==> config.mk <==
export PLATFORM = sky130hd
export DESIGN_NAME = gp_regfile
export DESIGN_NICKNAME = d
export VERILOG_FILES = /design/src/rtl/gp_regfile.sv
export SDC_FILE = /design/constraint.sdc
export NUM_CORES = 1
export LEC_CHECK = 0
export CORE_MARGIN = 5
export CORE_UTILIZATION = 52
export CTS_BUF_LIST = sky130_fd_sc_hd__clkbuf_8
export CTS_CLUSTER_DIAMETER = 40
export CTS_CLUSTER_SIZE = 16
export DETAILED_ROUTE_END_ITERATION = 12
export PLACE_DENSITY = 0.93
export SYNTH_ARGS = -nofsm -noshare
export SYNTH_HDL_FRONTEND = slang
export SYNTH_SLANG_ARGS = --single-unit
==> constraint.sdc <==
create_clock -name clk -period 2.3 [get_ports clk]
set_input_delay 0.69 -clock clk [delete_from_list [all_inputs] [get_ports clk]]
set_output_delay 0.69 -clock clk [all_outputs]
set_load 0.1 [all_outputs]
==> src/rtl/gp_regfile.sv <==
// General-purpose register file with one write port, two combinational read ports and a
// per-register busy scoreboard. Define GP_REGFILE_BYPASS_EN for same-cycle write-to-read forwarding.
module gp_regfile #(
    parameter int unsigned DATA_W   = 8,
    parameter int unsigned NUM_REGS = 4,
    parameter int unsigned ADDR_W   = 2,
    parameter int unsigned ZERO_R0  = 0
) (
    input  logic                clk,
    input  logic                reset,
    input  logic                wr_en,
    input  logic [ADDR_W-1:0]   wr_addr,
    input  logic [DATA_W-1:0]   wr_data,
    input  logic [ADDR_W-1:0]   rd_addr_a,
    output logic [DATA_W-1:0]   rd_data_a,
    input  logic [ADDR_W-1:0]   rd_addr_b,
    output logic [DATA_W-1:0]   rd_data_b,
    input  logic                rsv_en,
    input  logic [ADDR_W-1:0]   rsv_addr,
    output logic                busy_a,
    output logic                busy_b,
    output logic [NUM_REGS-1:0] busy_vec,
    output logic                rsv_err
);

    logic [DATA_W-1:0]   regs [NUM_REGS];
    logic [NUM_REGS-1:0] busy_q;
    logic                rsv_err_q;

    logic [NUM_REGS-1:0] wr_dec;
    logic [NUM_REGS-1:0] rsv_dec;
    logic [NUM_REGS-1:0] rd_dec_a;
    logic [NUM_REGS-1:0] rd_dec_b;

    // An address is usable when it is in range and is not the hardwired zero register.
    function automatic logic addr_valid(input logic [ADDR_W-1:0] addr);
        addr_valid = (32'(addr) < NUM_REGS) && !((ZERO_R0 != 0) && (addr == '0));
    endfunction

    // One-hot decodes; invalid addresses decode to all zeros.
    always_comb begin
        wr_dec   = '0;
        rsv_dec  = '0;
        rd_dec_a = '0;
        rd_dec_b = '0;
        for (int unsigned i = 0; i < NUM_REGS; i++) begin
            wr_dec[i]   = wr_en  && addr_valid(wr_addr)   && (wr_addr   == ADDR_W'(i));
            rsv_dec[i]  = rsv_en && addr_valid(rsv_addr)  && (rsv_addr  == ADDR_W'(i));
            rd_dec_a[i] = addr_valid(rd_addr_a) && (rd_addr_a == ADDR_W'(i));
            rd_dec_b[i] = addr_valid(rd_addr_b) && (rd_addr_b == ADDR_W'(i));
        end
    end

    // Register storage: every register loads independently from the shared write port.
    always_ff @(posedge clk) begin
        if (reset) begin
            for (int unsigned i = 0; i < NUM_REGS; i++) begin
                regs[i] <= '0;
            end
        end else begin
            for (int unsigned i = 0; i < NUM_REGS; i++) begin
                if (wr_dec[i]) begin
                    regs[i] <= wr_data;
                end
            end
        end
    end

    // Scoreboard: a new reservation beats a same-cycle writeback clear.
    always_ff @(posedge clk) begin
        if (reset) begin
            busy_q    <= '0;
            rsv_err_q <= 1'b0;
        end else begin
            for (int unsigned i = 0; i < NUM_REGS; i++) begin
                if (rsv_dec[i]) begin
                    busy_q[i] <= 1'b1;
                end else if (wr_dec[i]) begin
                    busy_q[i] <= 1'b0;
                end
            end
            rsv_err_q <= |(rsv_dec & busy_q);
        end
    end

    logic [DATA_W-1:0] reg_data_a;
    logic [DATA_W-1:0] reg_data_b;
    logic              reg_busy_a;
    logic              reg_busy_b;

    // Registered-state read muxes; unselected registers contribute zero.
    always_comb begin
        reg_data_a = '0;
        reg_data_b = '0;
        for (int unsigned i = 0; i < NUM_REGS; i++) begin
            if (rd_dec_a[i]) begin
                reg_data_a = regs[i];
            end
            if (rd_dec_b[i]) begin
                reg_data_b = regs[i];
            end
        end
        reg_busy_a = |(rd_dec_a & busy_q);
        reg_busy_b = |(rd_dec_b & busy_q);
    end

`ifdef GP_REGFILE_BYPASS_EN
    logic hit_a;
    logic hit_b;

    // Forward the in-flight writeback; a same-cycle reservation keeps the register busy.
    always_comb begin
        hit_a     = |(wr_dec & rd_dec_a);
        hit_b     = |(wr_dec & rd_dec_b);
        rd_data_a = reg_data_a;
        rd_data_b = reg_data_b;
        busy_a    = reg_busy_a;
        busy_b    = reg_busy_b;
        if (hit_a) begin
            rd_data_a = wr_data;
            busy_a    = |(rsv_dec & rd_dec_a);
        end
        if (hit_b) begin
            rd_data_b = wr_data;
            busy_b    = |(rsv_dec & rd_dec_b);
        end
    end
`else
    assign rd_data_a = reg_data_a;
    assign rd_data_b = reg_data_b;
    assign busy_a    = reg_busy_a;
    assign busy_b    = reg_busy_b;
`endif

    assign busy_vec = busy_q;
    assign rsv_err  = rsv_err_q;

endmodule

==> impl_metrics.py <==
metrics = {
    "grt": {
        "grt_max_degree": 12,
        "grt.met3_usage": 0.04317,
        "antenna_found_initial": 0,
        "overflow": 0,
        "use_met2": 0.3825,
        "met1_usage": 0.2383,
        "grt_pass1_wl_um": 7728,
        "grt_util_all_layers": 0.2100,
        "busiest_layer": "met2",
        "grt_pass1_vias": 1468,
    },
    "timing": {
        "hold_viol": 0,
        "rsz0062_at_grt": "true",
        "maxSlewViolCount": 0,
        "fmax_mhz": 429.0,
        "slew_headroom": 0.6947,
        "setup_slack_ns": -0.03110,
        "worst_slew_pin_slew_ns": 0.4560,
        "whs_ns": 0.5183,
        "finalSetupViolations": 13,
        "clock_skew_ns": 0.0003272,
        "post-route-period-util": 1.014,
        "finalCriticalPeriod_ns": 2.331,
    },
    "cts": {
        "post_cts_buffers": 0,
        "htree_levels": 2,
        "cts_buffer_depth": 2,
        "cts_num_sinks": 37,
        "clk_pin_slew_worst_paths_ns": 0.07,
        "ctsHoldBuffers": 0,
        "cts_made_buffers": 5,
        "clock-root-buffer": "clkbuf_8",
        "cts_tree": "yes",
        "insertion_delay_ns": 0.28,
    },
    "critical_path": {
        "end_kind": "primary output",
        "rr_worst_depth": 2,
        "r2r_slack_ns": 1.51,
        "startpoint_type": "primary input",
        "cp_common_cell": "buf_12",
        "r2r-end": "busy_vec[0]",
        "crit_family": "multiplexers",
        "critical_path.max_stage_delay_ns": 0.54,
        "arrival_ns": 1.64,
        "cp_slowest_cell": "mux4_2",
        "crit_chain": "buf_12, buf_12, mux4_2, buf_12",
        "required_ns": 1.61,
        "timing.rr.start": "busy_vec[0]",
        "path_class": "primary input to primary output",
        "worst-path-buf-inv": 3,
        "crit_fanout": 5,
    },
    "status": {
        "status": "finished with violations",
        "violations": "setup timing",
    },
    "synthesis": {
        "synth_cells": 117,
        "syn_area_per_cell_um2": 16.28,
        "yosysSeqAreaShare": 0.5572,
        "synth_cell_types": 20,
        "yosys_warnings": 0,
        "synth_fp_nets": 137,
        "ys_seq_elements": 37,
        "syn-cell-area_mm2": 0.001904,
    },
    "die": {
        "fp.dieH_um": 70.52,
        "fp.dieW_um": 70.52,
        "start_util": 0.5281,
        "core_region_area_mm2": 0.003606,
        "die_area_mm2": 0.004972,
        "io_pins": 43,
        "rows": 22,
    },
    "detailed_routing": {
        "avgRoutedWirePerCell_um": 21.80,
        "wirelength_um": 4795,
        "firstDrtPassIters": 4,
        "route.detailed.drc": 0,
        "vias": 1300,
        "detail-route-antenna-nets": 0,
        "viasPerCell": 5.909,
        "drtIter0Drc": 76,
    },
    "min_path": {
        "worstHoldEndpoint": "busy_vec[1]",
        "min_path_type": "register to register",
        "hold_start": "busy_vec[1]",
        "hold-path-cell-count": 2,
    },
    "place": {
        "dp_hpwl_um": 3313,
        "place_area_mm2": 0.002626,
        "gp_congestion": 0.8235,
        "portBuffers": 42,
    },
    "layout": {
        "layout-drive-gt1-share": 0.4244,
        "antenna_cells": 0,
        "layout_common_cells": "and2_1 (32), edfxtp_1 (32), buf_12 (22)",
        "synthToLayoutAreaGrowth_pct": 46.25,
        "nFillCells": 203,
        "nNetsFinal": 191,
        "postLayoutCellArea_mm2": 0.002785,
    },
    "run": {
        "drv_cap": 0,
    },
    "power": {
        "p_leak_nw": 1.056,
        "power.density_mw_per_mm2": 702.9,
        "ir_worst_vdd_uv": 449.6,
        "p_total_w": 0.001958,
    },
}
[worst max path at each step]
stage                      start           end  slack (ns)  depth (start not counted)
floorplan           rd_addr_a[1]        busy_a       0.005                          2
CTS                 rd_addr_b[0]  rd_data_b[1]       -0.03                          4
finish              rd_addr_b[0]  rd_data_b[1]       -0.03                          4
detailed placement  rd_addr_b[0]  rd_data_b[6]       -0.49                          4
global route        rd_addr_a[0]  rd_data_a[7]       -0.05                          4
global placement    rd_addr_a[0]  rd_data_a[4]       -0.48                          4
[worst min-delay path: stages (launching register included)]
cell     delay [ns]
dfxtp_2        0.34
inv_1          0.05
o32ai_1        0.08
[kinds of logic (layout without fill, tap and decap cells)]
logic type             Yosys count  after routing  synth area share
DFF                             37             37            0.5572
muxes                           20             20            0.2234
AOI/OAI and AO/OA                6              6           0.02497
and+or+nand+nor                 44             44            0.1695
buffers and inverters           10             65           0.02497
[cell usage after synthesis]
master,number,area share
o22ai_1,2,0.0066
a31o_2,1,0.0046
and3b_1,2,0.0092
clkbuf_1,2,0.0039
dfxtp_1,5,0.053
buf_6,1,0.0059
and2_1,32,0.11
and4b_2,1,0.0059
nor4b_4,1,0.012
mux4_2,18,0.21
inv_1,5,0.0099
o32ai_1,3,0.014
or3b_4,1,0.0059
and4bb_2,2,0.013
edfxtp_1,32,0.50
or2_2,3,0.0099
mux2i_1,2,0.011
nor3b_1,1,0.0039
nand3b_1,1,0.0039
buf_2,2,0.0053
[through the flow]
stage,TNS (ns),utilization,cells,setup slack (ns)
2_1_floorplan,0,-,117,0.005450
3_3_place_gp,-8.460,0.7283,210,-0.4790
3_5_place_dp,-8.688,0.7283,210,-0.4950
4_1_cts,-0.2805,0.7720,220,-0.03313
5_1_grt,-0.5429,0.7724,220,-0.04550
6_report,-0.2061,0.7724,220,-0.03110
[where the power goes]
part	internal, W	total [W]	switching (W)	leakage, nW
clock network	0.000205	0.000432	0.000226	0.0491
logic	0.000281	0.000716	0.000435	0.649
registers	0.000779	0.000809	0.0000303	0.357
[what timing repair did]
item / CTS / global route
gates cloned: 2 / 0
resized for setup: 21 / 1
setup endpoints to repair: 18 / 18
pin swaps: 0 / 0
[state kept, by name, summed over array words and instances, names as in the netlist]
name      flops
busy_vec      4
regs         32
rsv_err       1
[metal layers]
| metal | up-vias | part of all wire |
|---|---|---|
| li1 | 566 | - |
| met5 | - | 0 |
| met1 | 666 | 0.38 |
| met3 | 11 | 0.046 |
| met2 | 57 | 0.55 |
| met4 | 0 | 0.025 |
[layout make-up]
| class | count | area [um^2] | area share |
|---|---|---|---|
| timing repair buffer | 52 | 762.0 | 0.2736 |
| clock inverter | 3 | 13.76 | 0.004942 |
| multi-input combinational | 70 | 795.8 | 0.2857 |
| inverter | 5 | 18.77 | 0.006739 |
| sequential | 37 | 1066 | 0.3827 |
| tap | 48 | 60.06 | 0.02156 |
| clock buffer | 5 | 68.82 | 0.02471 |
(Power assumes the default switching activity.)
